[src/rtl/prewish5k_pattern_blinker.sv]
// Strobe/data receiver: latches an 8-bit pattern on a STB_I rising edge and plays it MSB-first on o_led.
// Build option PREWISH5K_ONESHOT_EN: play the pattern once and return to IDLE instead of looping.
module prewish5k_pattern_blinker #(
    parameter int unsigned PRESCALE_BITS = 3
) (
    input  logic       CLK_I,
    input  logic       RST_I,
    input  logic       STB_I,
    input  logic [7:0] DAT_I,
    output logic       ACK_O,
    output logic       o_busy,
    output logic       o_led
);

    typedef enum logic {
        IDLE,
        PLAY
    } state_t;

    state_t                   state_q, state_d;
    logic                     stb_prev_q, stb_prev_d;
    logic [7:0]               pattern_q, pattern_d;
    logic [2:0]               bit_idx_q, bit_idx_d;
    logic [PRESCALE_BITS-1:0] presc_q, presc_d;
    logic                     ack_q, ack_d;
    logic                     busy_q, busy_d;
    logic                     led_q, led_d;

    logic       accept;
    logic [2:0] next_idx;

    assign accept   = STB_I & ~stb_prev_q;
    assign next_idx = bit_idx_q - 3'd1;

    always_comb begin
        state_d    = state_q;
        stb_prev_d = STB_I;
        pattern_d  = pattern_q;
        bit_idx_d  = bit_idx_q;
        presc_d    = presc_q;
        ack_d      = 1'b0;
        busy_d     = busy_q;
        led_d      = led_q;

        // A new word always wins, including over a prescaler wrap on the same edge.
        if (accept) begin
            pattern_d = DAT_I;
            bit_idx_d = 3'd7;
            presc_d   = '0;
            state_d   = PLAY;
            ack_d     = 1'b1;
            busy_d    = 1'b1;
            led_d     = DAT_I[7];
        end else begin
            case (state_q)
                IDLE: begin
                    led_d  = 1'b0;
                    busy_d = 1'b0;
                end
                PLAY: begin
                    busy_d  = 1'b1;
                    presc_d = presc_q + PRESCALE_BITS'(1);
                    if (presc_q == '1) begin
                        if (bit_idx_q == 3'd0) begin
                            bit_idx_d = 3'd7;
`ifdef PREWISH5K_ONESHOT_EN
                            state_d = IDLE;
                            busy_d  = 1'b0;
                            led_d   = 1'b0;
`else
                            led_d   = pattern_q[7];
`endif
                        end else begin
                            bit_idx_d = next_idx;
                            led_d     = pattern_q[next_idx];
                        end
                    end
                end
                default: state_d = IDLE;
            endcase
        end
    end

    // stb_prev resets high so a strobe held through reset is not taken as an edge.
    always_ff @(posedge CLK_I) begin
        if (!RST_I) begin
            state_q    <= IDLE;
            stb_prev_q <= 1'b1;
            pattern_q  <= '0;
            bit_idx_q  <= 3'd7;
            presc_q    <= '0;
            ack_q      <= 1'b0;
            busy_q     <= 1'b0;
            led_q      <= 1'b0;
        end else begin
            state_q    <= state_d;
            stb_prev_q <= stb_prev_d;
            pattern_q  <= pattern_d;
            bit_idx_q  <= bit_idx_d;
            presc_q    <= presc_d;
            ack_q      <= ack_d;
            busy_q     <= busy_d;
            led_q      <= led_d;
        end
    end

    assign ACK_O  = ack_q;
    assign o_busy = busy_q;
    assign o_led  = led_q;

endmodule

[config.mk]
export PLATFORM = sky130hd
export DESIGN_NAME = prewish5k_pattern_blinker
export DESIGN_NICKNAME = d
export VERILOG_FILES = /design/src/rtl/prewish5k_pattern_blinker.sv
export SDC_FILE = /design/constraint.sdc
export NUM_CORES = 1
export LEC_CHECK = 0
export ABC_CLOCK_PERIOD_IN_PS = 2050
export CAP_MARGIN = 40
export CORE_ASPECT_RATIO = 1.25
export CORE_MARGIN = 2
export CORE_UTILIZATION = 40
export CTS_CLUSTER_DIAMETER = 30
export DETAILED_ROUTE_END_ITERATION = 8
export GPL_ROUTABILITY_DRIVEN = 0
export PLACE_DENSITY = 0.7
export SYNTH_ARGS = -nofsm -noshare
export SYNTH_HDL_FRONTEND = slang
export SYNTH_SLANG_ARGS = --single-unit
[constraint.sdc]
create_clock -name CLK_I -period 2.05 [get_ports CLK_I]
set_clock_uncertainty 0.1 [all_clocks]
set_input_delay 0.41 -clock CLK_I [delete_from_list [all_inputs] [get_ports CLK_I]]
set_output_delay 0.41 -clock CLK_I [all_outputs]
set_load 0.05 [all_outputs]
==> qor.tcl <==
set qor(cts_htree_levels) 1
set qor(post_cts.resized_instances) 0
set qor(endpoint_kind) {output pin}
set qor(timing_worst_slew_pin_value_ps) 493.0
set qor(number_of_buffer_and_inverter_stages_on_the_critical_path) 1
set qor(ir_drop_uv) 474.3
set qor(synth_flop_cell) {sky130_fd_sc_hd__dfxtp_1}
set qor(detailedPlace.worstSlack_ps) 216.5
set qor(hold_path_class) {reg2reg}
set qor(tritoncts) {built}
set qor(count_of_warnings_emitted_by_yosys) 0
set qor(hold_path_startpoint) {pattern_q[3]}
set qor(number_of_enable_flip_flop_cells_after_synthesis) 0
set qor(fin_crit_sh_pct) 95.35
set qor(hold_ws_ps) 367.0
set qor(multi_input_area_sq_um) 441.7
set qor(regToRegSetupSlack_ps) 210
set qor(cts_inserted_buffers) 3
set qor(path_max_fanout) 2
set qor(hpwlAfterDp_microns) 1111
set qor(fillCellCount) 195
set qor(finalNetCount) 124
set qor(launching_instance_or_port_of_the_critical_path) {o_led}
set qor(postLayoutCellArea_sq_mm) 0.001035
set qor(setup_total_negative_slack_ps) 0
set qor(core_area_sq_mm) 0.001982
set qor(p_leak_nw) 0.4211
set qor(rows) 18
set qor(cp.arrival_ps) 1440
set qor(floorplan.die.height_microns) 55.38
set qor(yosysUniqueCellTypes) 24
set qor(netlist.area_leader.share_pct) 45.04
set qor(slew-limit-headroom_pct) 67.03
set qor(grt_pass1_vias) 669
set qor(clock_path_buffers) 2
set qor(routed_wire_length_per_instance_microns) 11.16
set qor(status) {finished, final reports clean}
set qor(clock_latency_ps) 290
set qor(synth.area.top_cells) {sky130_fd_sc_hd__dfxtp_1 45%, sky130_fd_sc_hd__nand2_1 8.9%, sky130_fd_sc_hd__a21boi_0 7.1%}
set qor(grt_overflow_total) 0
set qor(drt.antenna.violating_nets) 0
set qor(areaGrowthSynthToFinish_pct) 22.52
set qor(worst_path_class_setup) {reg2out}
set qor(syn_nets) 107
set qor(setup_viol_count_final) 0
set qor(post-route-drc-count) 0
set qor(ys_async_sr_fraction_pct) 0
set qor(starting_density_of_the_core_pct) 42.61
set qor(maxSlewViolCount) 0
set qor(cts_hold_repair.buffers) 0
set qor(power_frac_comb_pct) 10.5
set qor(post_synthesis_cell_count) 92
set qor(switching_power_uw) 149.5
set qor(yosys_register_bits) 19
set qor(maximum_number_of_pins_on_one_net_before_global_route_repair) 12
set qor(detail_route.first_pass.iterations) 3
set qor(layout.cells.non_filler) 128
set qor(antenna-diode-count) 0
set qor(sequential_cell_area_sq_um) 380.4
set qor(synth.yosys.seq_area_share_pct) 45.04
set qor(dpl_cell_area_sq_mm) 0.001007
set qor(cts_root_buffer) {sky130_fd_sc_hd__clkbuf_4}
set qor(layout_commonest_cell) {sky130_fd_sc_hd__nand2_1}
set qor(overall_power_uw) 640.5
set qor(syn-cell-area_sq_um) 844.6
set qor(crit_family) {buffers and inverters}
set qor(critPathRequiredTime_ps) 1540
set qor(post-route-min-period_ps) 1955
set qor(cell_internal_pwr_uw) 491.0
set qor(fp.dieArea_sq_mm) 0.002497
set qor(post_cts_buffers) 0
set qor(dieWidth_microns) 45.10
set qor(hold_viol_final) 0
set qor(max_clock_freq_mhz) 511.6
set qor(power_per_cell_area_mw_per_mm2) 619.0
set qor(postLayoutCoreUtil_pct) 52.21
set qor(grt_setup_unrepaired) {false}
set qor(postLayoutSetupSlackWorst_ps) 95.30
set qor(path_cells) {clkdlybuf4s50_1}
set qor(critPathLaunchType) {flip-flop}
set qor(track_usage_pct) 14.44
set qor(routed_via_density) 5.211
set qor(worst_r2r_startpoint) {bit_idx_q[0]}
set qor(grt_pass1_wl_microns) 2718
set qor(dr_total_vias) 667
set qor(maxCapViolCount) 0
set qor(port-buffer-count) 13
set qor(critical_path.slowest_cell) {sky130_fd_sc_hd__clkdlybuf4s50_1}
set qor(pin_count) 14
set qor(drive_gt1_share_pct) 7.407
set qor(swShare_pct) 23.34
set qor(synth_top_cell_by_area) {sky130_fd_sc_hd__dfxtp_1}
set qor(clkSlewWorstSetupHoldPaths_ps) 110
set qor(slowest_delay_ps) 800
set qor(tritoncts_num_sinks) 19
set qor(total_instance_count_after_detailed_placement) 124
set qor(synth.avg_cell_area_sq_um) 9.180
set qor(postRouteWirelength_microns) 1429
set qor(power.sequential.fraction_pct) 60.6
set qor(most-common-layout-cells) {20 x sky130_fd_sc_hd__nand2_1, 19 x sky130_fd_sc_hd__dfxtp_1, 13 x sky130_fd_sc_hd__clkdlybuf4s50_1, 8 x sky130_fd_sc_hd__a21boi_0}
set qor(dr.first_iter.drc_count) 7
set qor(grt_antenna_before_repair) 0
set qor(clock_power_share_pct) 28.9
==> cells by family after synthesis <==
logic type / after synthesis / share of synthesized area, %
multiplexers: 4 / 8.593
buffers and inverters: 6 / 2.666
AO/OA/AOI/OAI: 17 / 14.22
adder cells (fa/ha/maj): 4 / 5.926
XOR/XNOR: 1 / 1.037
flip-flops: 19 / 45.04
AND/OR/NAND/NOR: 41 / 22.52
==> state kept, by name, indices dropped and copies added, names as in the netlist <==
signal / cells
o_led: 1
state_q: 1
pattern_q: 8
o_busy: 1
ACK_O: 1
presc_q: 3
stb_prev_q: 1
bit_idx_q: 3
==> Yosys cell counts, types with 4 or more instances <==
cell type	number
sky130_fd_sc_hd__nand2_1	20
sky130_fd_sc_hd__dfxtp_1	19
sky130_fd_sc_hd__a21boi_0	8
sky130_fd_sc_hd__nand3_1	5
sky130_fd_sc_hd__nor2_1	5
sky130_fd_sc_hd__clkbuf_1	4
sky130_fd_sc_hd__ha_1	4
sky130_fd_sc_hd__nand2b_1	4
==> path summary, 6_finish.rpt <==
path	endpoint	cells past startpoint
worst min-delay path	pattern_q[3]	2
worst min register to register	pattern_q[3]	2
worst max register to register	o_led	6
worst max-delay path	o_led	1
==> final cells by class <==
cell class                      instances  share of cell area, %
Timing Repair Buffer                   16                  14.75
Clock buffer                            3                  2.177
Multi-Input combinational cell         67                  42.68
Clock inverter                          1                 0.4837
Inverter                                2                 0.7255
Sequential cell                        19                  36.76
Tap cell                               20                  2.418
==> power groups by stage <==
stage | clock network, mW | logic [mW] | registers (mW)
after CTS | 0.196 | 0.0683 | 0.388
after detailed placement | 0 | 0.0682 | 0.397
after global routing | 0.212 | 0.0748 | 0.389
after floorplan | 0 | 0.0292 | 0.401
after global placement | 0 | 0.0675 | 0.396
final | 0.185 | 0.0674 | 0.388
==> per-layer routing <==
metal,vias up,share of wire [%],GRT usage [%],routed length (microns)
met5,-,0,0,0
met3,2,2.2,2.941,31
met4,0,0.98,7.563,14
met2,8,51,23.47,730
met1,309,46,17.15,652
li1,348,-,-,-
Power figures use the tool's default switching activity.
